==> src/rtl/spi_frame_ctrl.sv <==
// Frame sequencer: turns one register request into a 3-byte SPI frame
// driven through a byte-level master, with per-device frame chip-select.
module spi_frame_ctrl #(
    parameter int NUM_CS       = 4,
    parameter int CS_SEL_W     = (NUM_CS > 1) ? $clog2(NUM_CS) : 1,
    parameter int CS_SETUP_CYC = 4,
    parameter int CS_HOLD_CYC  = 4,
    parameter int CS_IDLE_CYC  = 8,
    parameter int TIMEOUT_CYC  = 4096
) (
    input  logic                clk,
    input  logic                rst_n,
    input  logic                req_valid,
    output logic                req_ready,
    input  logic                req_rw,
    input  logic [14:0]         req_addr,
    input  logic [7:0]          req_wdata,
    input  logic [CS_SEL_W-1:0] req_cs_sel,
    output logic                rsp_valid,
    output logic [7:0]          rsp_rdata,
    output logic                rsp_err,
    output logic                busy,
    output logic                spi_trig,
    output logic [7:0]          spi_writedata,
    input  logic                spi_finish,
    input  logic [7:0]          spi_readdata,
    output logic [NUM_CS-1:0]   frame_cs_n
);

    localparam int M1 = (CS_SETUP_CYC > CS_HOLD_CYC) ? CS_SETUP_CYC : CS_HOLD_CYC;
    localparam int M2 = (M1 > CS_IDLE_CYC) ? M1 : CS_IDLE_CYC;
    localparam int M3 = (M2 > TIMEOUT_CYC) ? M2 : TIMEOUT_CYC;
    localparam int CNT_W = $clog2(M3 + 1);

    typedef enum logic [2:0] {
        S_IDLE,
        S_SETUP,
        S_TRIG,
        S_WAIT,
        S_HOLD,
        S_GAP
    } state_t;

    state_t                state_q, state_d;
    logic [CNT_W-1:0]      cnt_q, cnt_d;
    logic [1:0]            idx_q, idx_d;
    logic                  rw_q, rw_d;
    logic [14:0]           addr_q, addr_d;
    logic [7:0]            wdata_q, wdata_d;
    logic                  err_q, err_d;
    logic [7:0]            rd_q, rd_d;
    logic                  req_ready_q, req_ready_d;
    logic                  busy_q, busy_d;
    logic                  rsp_valid_q, rsp_valid_d;
    logic [7:0]            rsp_rdata_q, rsp_rdata_d;
    logic                  rsp_err_q, rsp_err_d;
    logic                  spi_trig_q, spi_trig_d;
    logic [7:0]            spi_wd_q, spi_wd_d;
    logic [NUM_CS-1:0]     cs_n_q, cs_n_d;

    function automatic logic [7:0] frame_byte(
        input logic [1:0]  i,
        input logic        rw,
        input logic [14:0] a,
        input logic [7:0]  wd
    );
        logic [7:0] b;
        case (i)
            2'd0:    b = {rw, a[14:8]};
            2'd1:    b = a[7:0];
            default: b = rw ? 8'h00 : wd;
        endcase
        return b;
    endfunction

    always_comb begin
        state_d     = state_q;
        cnt_d       = cnt_q;
        idx_d       = idx_q;
        rw_d        = rw_q;
        addr_d      = addr_q;
        wdata_d     = wdata_q;
        err_d       = err_q;
        rd_d        = rd_q;
        rsp_valid_d = 1'b0;
        rsp_rdata_d = rsp_rdata_q;
        rsp_err_d   = rsp_err_q;
        spi_trig_d  = 1'b0;
        spi_wd_d    = spi_wd_q;
        cs_n_d      = cs_n_q;

        unique case (state_q)
            S_IDLE: begin
                if (req_valid && req_ready_q) begin
                    rw_d               = req_rw;
                    addr_d             = req_addr;
                    wdata_d            = req_wdata;
                    idx_d              = 2'd0;
                    err_d              = 1'b0;
                    rd_d               = 8'h00;
                    cnt_d              = CNT_W'(CS_SETUP_CYC - 1);
                    cs_n_d             = '1;
                    cs_n_d[req_cs_sel] = 1'b0;
                    state_d            = S_SETUP;
                end
            end
            S_SETUP: begin
                if (cnt_q == '0) begin
                    spi_trig_d = 1'b1;
                    spi_wd_d   = frame_byte(2'd0, rw_q, addr_q, wdata_q);
                    state_d    = S_TRIG;
                end else begin
                    cnt_d = cnt_q - CNT_W'(1);
                end
            end
            S_TRIG: begin
                cnt_d   = CNT_W'(TIMEOUT_CYC - 1);
                state_d = S_WAIT;
            end
            S_WAIT: begin
                // A finish on the last timeout cycle still counts as success.
                if (spi_finish) begin
                    if (idx_q == 2'd2) begin
                        if (rw_q) rd_d = spi_readdata;
                        cnt_d   = CNT_W'(CS_HOLD_CYC - 1);
                        state_d = S_HOLD;
                    end else begin
                        idx_d      = idx_q + 2'd1;
                        spi_trig_d = 1'b1;
                        spi_wd_d   = frame_byte(idx_q + 2'd1, rw_q, addr_q, wdata_q);
                        state_d    = S_TRIG;
                    end
                end else if (cnt_q == '0) begin
                    err_d   = 1'b1;
                    cnt_d   = CNT_W'(CS_HOLD_CYC - 1);
                    state_d = S_HOLD;
                end else begin
                    cnt_d = cnt_q - CNT_W'(1);
                end
            end
            S_HOLD: begin
                if (cnt_q == '0) begin
                    cs_n_d      = '1;
                    rsp_valid_d = 1'b1;
                    rsp_err_d   = err_q;
                    rsp_rdata_d = (rw_q && !err_q) ? rd_q : 8'h00;
                    cnt_d       = CNT_W'(CS_IDLE_CYC);
                    state_d     = S_GAP;
                end else begin
                    cnt_d = cnt_q - CNT_W'(1);
                end
            end
            S_GAP: begin
                if (cnt_q == '0) state_d = S_IDLE;
                else             cnt_d   = cnt_q - CNT_W'(1);
            end
            default: state_d = S_IDLE;
        endcase
    end

    assign req_ready_d = (state_d == S_IDLE);
    assign busy_d      = (state_d != S_IDLE);

    always_ff @(posedge clk or negedge rst_n) begin
        if (!rst_n) begin
            state_q     <= S_IDLE;
            cnt_q       <= '0;
            idx_q       <= 2'd0;
            rw_q        <= 1'b0;
            addr_q      <= '0;
            wdata_q     <= '0;
            err_q       <= 1'b0;
            rd_q        <= '0;
            req_ready_q <= 1'b0;
            busy_q      <= 1'b0;
            rsp_valid_q <= 1'b0;
            rsp_rdata_q <= '0;
            rsp_err_q   <= 1'b0;
            spi_trig_q  <= 1'b0;
            spi_wd_q    <= '0;
            cs_n_q      <= '1;
        end else begin
            state_q     <= state_d;
            cnt_q       <= cnt_d;
            idx_q       <= idx_d;
            rw_q        <= rw_d;
            addr_q      <= addr_d;
            wdata_q     <= wdata_d;
            err_q       <= err_d;
            rd_q        <= rd_d;
            req_ready_q <= req_ready_d;
            busy_q      <= busy_d;
            rsp_valid_q <= rsp_valid_d;
            rsp_rdata_q <= rsp_rdata_d;
            rsp_err_q   <= rsp_err_d;
            spi_trig_q  <= spi_trig_d;
            spi_wd_q    <= spi_wd_d;
            cs_n_q      <= cs_n_d;
        end
    end

    assign req_ready     = req_ready_q;
    assign busy          = busy_q;
    assign rsp_valid     = rsp_valid_q;
    assign rsp_rdata     = rsp_rdata_q;
    assign rsp_err       = rsp_err_q;
    assign spi_trig      = spi_trig_q;
    assign spi_writedata = spi_wd_q;
    assign frame_cs_n    = cs_n_q;

endmodule

==> config.mk <==
export PLATFORM = sky130hd
export DESIGN_NAME = spi_frame_ctrl
export DESIGN_NICKNAME = d
export VERILOG_FILES = /design/src/rtl/spi_frame_ctrl.sv
export SDC_FILE = /design/constraint.sdc
export NUM_CORES = 1
export LEC_CHECK = 0
export ABC_AREA = 1
export CAP_MARGIN = 20
export CORE_ASPECT_RATIO = 0.75
export CORE_UTILIZATION = 46
export CTS_BUF_LIST = sky130_fd_sc_hd__clkbuf_4 sky130_fd_sc_hd__clkbuf_8 sky130_fd_sc_hd__clkbuf_16
export CTS_CLUSTER_SIZE = 20
export DETAILED_ROUTE_END_ITERATION = 10
export PLACE_DENSITY_LB_ADDON = 0.08
export SLEW_MARGIN = 10
export SYNTH_ARGS = -nofsm -noshare
export SYNTH_HDL_FRONTEND = slang
export SYNTH_SLANG_ARGS = --single-unit
==> constraint.sdc <==
create_clock -name clk -period 1.5 [get_ports clk]
set_input_delay 0.3 -clock clk [delete_from_list [all_inputs] [get_ports clk]]
set_output_delay 0.3 -clock clk [all_outputs]
set_load 0.01 [all_outputs]
==> results.py, run 1 <==
metrics = {
    "setup_path": {
        "crit_path_max_fanout": 6,
        "crit_required_ns": 1.74,
        "regToRegSetupSlack_ns": -0.14,
        "cp-start-kind": "flip-flop",
        "worstPathArrival_ns": 1.88,
        "cp-end-kind": "flip-flop",
        "crit_type": "flip-flop to flip-flop",
    },
    "yosys": {
        "synth_mux_area_frac": 0,
        "avgSynthCellArea_sq_um": 8.100,
        "synth_area_leader_cell": "dfrtp_1",
        "yosysSeqAreaShare": 0.5140,
        "synth_simple_gate_area_frac": 0.2931,
        "synth_area_sq_um": 3710,
        "synth_compound_area_frac": 0.09342,
        "synth_top_family_by_area": "simple AND/OR/NAND/NOR gates",
        "yosysTopAreaCellShare": 0.4857,
        "synth-xor-area-share": 0.02125,
        "ys_seq_elements": 76,
        "yosysUniqueCellTypes": 33,
        "yosys_warnings": 0,
        "synth_area_leaders": "dfrtp_1 (49%), nand2_1 (14%), nand3_1 (5.0%)",
        "syn_inst": 458,
        "synthAdderAreaFrac": 0.01349,
        "synthesis.nets": 500,
    },
    "route": {
        "num_vias": 3462,
        "drc": 0,
        "vias_per_cell": 5.003,
        "wl_microns": 9700,
        "first_pass_iters": 4,
        "wl_per_cell_microns": 14.02,
        "ant_nets": 0,
        "drtIter0Drc": 156,
    },
    "sta": {
        "setup_tns_ns": -2.474,
        "final-max-slew-violation-count": 0,
        "clock-skew-final_ns": 0.009432,
        "period_share": 1.090,
        "holdWs_ns": 0.3767,
        "max_freq_ghz": 0.6114,
        "finalSetupViolations": 43,
        "fin_crit_ns": 1.636,
        "grt_setup_unrepaired": "true",
        "tightest_slew_ns": 0.3128,
        "max-slew-margin-rel": 0.7910,
        "final.setup.worst_slack_ns": -0.1357,
        "hold_viol_final": 0,
    },
    "final_layout": {
        "final_cell_mix": "nand2_1 (133), dfrtp_1 (69), buf_4 (54)",
        "layout-drive-gt1-share": 0.2741,
        "stdcell_count": 692,
        "nNetsFinal": 628,
        "diodes": 0,
        "final_common_cell": "nand2_1",
        "synthToLayoutAreaGrowth_pct": 47.32,
    },
    "floorplan": {
        "die_w_microns": 105.7,
        "start_util": 0.4902,
        "ioPinCount": 63,
        "die_h_microns": 79.77,
        "core_area_sq_um": 7567,
        "rows": 27,
        "dieArea_sq_um": 8431,
    },
    "pwr": {
        "p_total_mw": 10.77,
        "power_density_nw_per_um2": 1970,
        "power_leakage_nw": 2.710,
        "ir_worst_vdd_uv": 795.7,
    },
    "grt": {
        "grt_overflow_total": 0,
        "grt_max_degree": 33,
        "grt_use_total": 0.2395,
        "grt_first_pass_wirelength_microns": 15460,
        "antenna_found_initial": 0,
        "grt_pass1_vias": 3331,
    },
    "placement": {
        "port_buffers": 62,
        "place_inst": 658,
        "dp_slack_ns": -0.2183,
        "dpl.hpwl_microns": 6333,
        "place_congestion": 0.7781,
    },
    "status": {
        "violations": "negative setup slack",
        "status": "finished, violations left",
    },
    "flow_run": {
        "drv_cap": 0,
    },
    "hold_path": {
        "hp-class": "input pin to async pin",
    },
    "clock_network": {
        "h-tree-depth": 3,
        "cts_buffers": 9,
        "clkLatencyLatePin_ns": 0.36,
        "cts_tree": "built",
        "numClockSinks": 76,
        "cts_root_buf": "clkbuf_8",
        "clkSlewWorstSetupHoldPaths_ns": 0.08,
        "cts_buffer_depth": 2,
    },
}
-- flip-flops by register name, indices dropped and copies added, names as in the netlist, 2 cells and up --
signal,flops
addr_q,15
cnt_q,13
frame_cs_n,4
idx_q,2
rd_q,8
rsp_rdata,8
spi_writedata,8
state_q,3
wdata_q,8
-- power breakdown --
group          switching [mW]  leakage (nW)  internal [mW]
registers               0.397         0.959           2.77
logic                    3.32          1.64           2.47
clock network           0.784         0.112           1.03
-- synth_stat cells (all sizes together) --
master and n:
buf 9, xnor2 3, nor3 7, dfrtp 72
nand3b 1, inv 41, nand4 2, nand2 145
a31oi 1, a21oi 38, nor2 54, clkbuf 5
dfstp 4, ha 4, nand3 38, o21ai 27
xor2 6, clkinv 1
-- layer usage --
| metal | track usage | wire length (microns) | vias up |
|---|---|---|---|
| li1 | - | - | 1711 |
| met1 | 0.3324 | 4594 | 1641 |
| met2 | 0.3680 | 4449 | 97 |
| met3 | 0.06531 | 518 | 13 |
| met4 | 0.07222 | 137 | 0 |
| met5 | 0 | 0 | - |
-- final cells by class --
| class | count | area (sq um) |
|---|---|---|
| clock inverter | 5 | 83.83 |
| fill | 586 | 2102 |
| timing repair buffer | 128 | 1175 |
| tap | 101 | 126.4 |
| sequential | 76 | 1911 |
| multi-input combinational | 329 | 1853 |
| clock buffer | 11 | 151.4 |
| inverter | 42 | 165.2 |
-- worst paths after layout --
check / startpoint / endpoint / cells after the start
setup reg to reg: cnt_q[1]$_DFFE_PN0P_ / cnt_q[6]$_DFFE_PN0P_ / 9
hold reg to reg: wdata_q[1]$_DFFE_PN0P_ / wdata_q[1]$_DFFE_PN0P_ / 2
hold / removal: rst_n / cnt_q[7]$_DFFE_PN0P_ / 2
max in group asynchronous: rst_n / rsp_rdata[2]$_DFFE_PN0P_ / 3
setup / recovery: cnt_q[1]$_DFFE_PN0P_ / cnt_q[6]$_DFFE_PN0P_ / 9
min in group clk: req_wdata[7] / wdata_q[7]$_DFFE_PN0P_ / 3
-- cells by family after synthesis --
logic type                 Yosys count
and+or+nand+nor                    247
DFF                                 76
AOI/OAI and AO/OA                   66
buffers and inverters               56
xor gates and xnor gates             9
adders and majority gates            4
-- critical path, stage by stage (launching register included) --
cell     delay, ns
dfrtp_1       0.39
inv_2         0.08
ha_4          0.15
nand2_4       0.05
nor2_4        0.20
nand2_4       0.12
a21oi_4       0.23
nand2_4       0.15
nand3_2       0.11
nand2_1       0.05
-- through the flow --
stage	util	cell area, sq um
2_1_floorplan	-	3744
3_3_place_gp	0.6399	4842
3_5_place_dp	0.6399	4842
4_1_cts	0.6941	5253
5_1_grt	0.7222	5465
6_report	0.7222	5465
-- what timing repair did --
action	4_1_cts	5_1_grt
setup endpoints to repair	60	73
gates cloned	3	1
pin swaps	11	28
endpoints found under the hold margin	17	0
buffers inserted	9	5
gates resized for setup	59	45
hold buffers	1	0
Power figures use the tool's default switching activity.
==> inputs of run 2 (changes only) <==
- clock period: 1.5 -> 1.3 ns (I/O delays scaled with it)
==> run 2 against run 1 <==
Effect of this change: the run still ends with negative setup slack left; flip-flop and latch count unchanged; worst hold slack got worse by 0.036 ns; count of clock-buffer cells in the layout decreased by 1; combinational power increased by 34%; clock skew about the same; routed wire length increased by 13%; die area unchanged; power increased by 27%; cell count increased by 6.1%; critical endpoint is now spi_writedata[4]$_DFFE_PN0P_.
==> results.py, run 2 (synthesis results as in run 1) <==
metrics = {
    "status": {
        "status": "finished, violations left",
        "violations": "negative setup slack",
    },
    "route": {
        "first_pass_iters": 5,
        "ant_nets": 0,
        "vias_per_cell": 5.146,
        "num_vias": 3777,
        "drc": 0,
        "drtIter0Drc": 212,
        "wl_per_cell_microns": 14.98,
        "wl_microns": 10990,
    },
    "pwr": {
        "ir_worst_vdd_uv": 1124,
        "p_total_mw": 13.62,
        "power_leakage_nw": 2.989,
        "power_density_nw_per_um2": 2261,
    },
    "final_layout": {
        "largest_register_ffs": 15,
        "synthToLayoutAreaGrowth_pct": 62.43,
        "reg_top3": "addr_q: 15 flops, cnt_q: 13 flops",
        "final_cell_mix": "nand2_1 (103), buf_4 (82), dfrtp_1 (71)",
        "final_common_cell": "nand2_1",
        "nFillCells": 468,
        "stdcell_count": 734,
        "largest-register": "addr_q",
        "nNetsFinal": 670,
        "postLayoutCellArea_sq_um": 6026,
        "diodes": 0,
        "post-route-util": 0.7963,
        "layout-drive-gt1-share": 0.3791,
    },
    "placement": {
        "place_area_sq_um": 5021,
        "place_inst": 682,
        "place_congestion": 0.8583,
        "port_buffers": 62,
        "dp_slack_ns": -0.3652,
        "dpl.hpwl_microns": 6630,
    },
    "clock_network": {
        "cts_tree": "built",
        "cts_buffer_depth": 2,
        "clkSlewWorstSetupHoldPaths_ns": 0.08,
        "cts_root_buf": "clkbuf_8",
        "clkLatencyLatePin_ns": 0.36,
        "numClockSinks": 76,
        "h-tree-depth": 3,
        "cts_buffers": 9,
    },
    "hold_path": {
        "hp-class": "input pin to async pin",
    },
    "setup_path": {
        "worstPathArrival_ns": 1.89,
        "ff2ff_path_depth": 9,
        "cp-startpoint": "idx_q[1]$_DFFE_PN0P_",
        "cp-end-kind": "flip-flop",
        "critPathMaxStageDelay_ns": 0.40,
        "slowest_stage": "dfrtp_1",
        "r2r_start": "idx_q[1]$_DFFE_PN0P_",
        "crit_type": "flip-flop to flip-flop",
        "crit_family": "flip-flops",
        "crit_path_max_fanout": 5,
        "worst-path-buf-inv": 3,
        "crit_top_cell": "nand2_1",
        "reg2reg_to": "spi_writedata[4]$_DFFE_PN0P_",
        "worstPathCellList": "inv_1 > ha_1 > inv_2 > nor2_2 > buf_4 > nand2_1 > nand2_1 > a21oi_2 > a21oi_1",
        "cp-start-kind": "flip-flop",
        "regToRegSetupSlack_ns": -0.35,
        "crit_required_ns": 1.54,
    },
    "sta": {
        "holdWs_ns": 0.3407,
        "max-slew-margin-rel": 0.7721,
        "finalSetupViolations": 76,
        "max_freq_ghz": 0.6074,
        "hold_viol_final": 0,
        "tightest_slew_ns": 0.3401,
        "final-max-slew-violation-count": 0,
        "grt_setup_unrepaired": "true",
        "clock-skew-final_ns": 0.009271,
        "final.setup.worst_slack_ns": -0.3465,
        "fin_crit_ns": 1.646,
        "setup_tns_ns": -14.25,
        "period_share": 1.267,
    },
    "grt": {
        "grt_use_total": 0.2643,
        "grt_max_degree": 24,
        "antenna_found_initial": 0,
        "grt_pass1_vias": 3622,
        "grt_overflow_total": 0,
        "grt_first_pass_wirelength_microns": 17220,
    },
    "floorplan": {
        "rows": 27,
        "ioPinCount": 63,
        "dieArea_sq_um": 8431,
        "core_area_sq_um": 7567,
        "start_util": 0.4902,
        "die_w_microns": 105.7,
        "die_h_microns": 79.77,
    },
    "flow_run": {
        "drv_cap": 0,
    },
}
==> run 2: cell types whose count changed in the layout (fill, tap and decap cells not counted), sizes merged <==
cell	before	now
buf	66	113
dlygate4sd2	24	2
clkdlybuf4s15	1	19
clkinv	3	1
inv	40	42
bufinv	2	3
clkbuf	11	10
nand2	148	147
==> run 2: what timing repair did <==
action	CTS	global route
setup endpoints to repair	100	94
hold buffers	1	0
hold endpoints to repair	19	0
gates resized for setup	119	81
pin swaps	35	17
setup buffers	18	14
cloned	5	0
==> run 2: worst max-delay path by stage <==
stage	to	slack, ns	depth (start not counted)
floorplan	spi_writedata[6]$_DFFE_PN0P_	-0.19	11
CTS	cnt_q[9]$_DFFE_PN0P_	-0.29	9
detailed placement	cnt_q[9]$_DFFE_PN0P_	-0.37	11
global placement	cnt_q[8]$_DFFE_PN0P_	-0.33	11
global route	busy$_DFF_PN0_	-0.39	8
finish	spi_writedata[4]$_DFFE_PN0P_	-0.35	9
==> run 2: power breakdown <==
part / total [mW] / leakage [nW] / internal [mW] / switching, mW
combinational: 7.75 / 1.91 / 3.52 / 4.23
clock: 2.22 / 0.116 / 1.30 / 0.917
sequential: 3.65 / 0.962 / 3.19 / 0.463
total: 13.6 / 2.99 / 8.01 / 5.62
==> run 2: area by class of cell <==
type,count,area (sq um),area share
Clock buffer,10,131.4,0.02180
Clock inverter,6,113.9,0.01890
Inverter,42,170.2,0.02824
Multi-Input combinational cell,328,1992,0.3306
Sequential cell,76,1908,0.3167
Tap cell,101,126.4,0.02097
Timing Repair Buffer,171,1584,0.2629
==> run 2: layer usage <==
layer,global-route usage,vias up,part of all wire
met3,0.05224,20,0.052
met4,0.08750,0,0.018
met1,0.3763,1821,0.46
met2,0.4065,125,0.47
met5,0,-,0
li1,-,1811,-
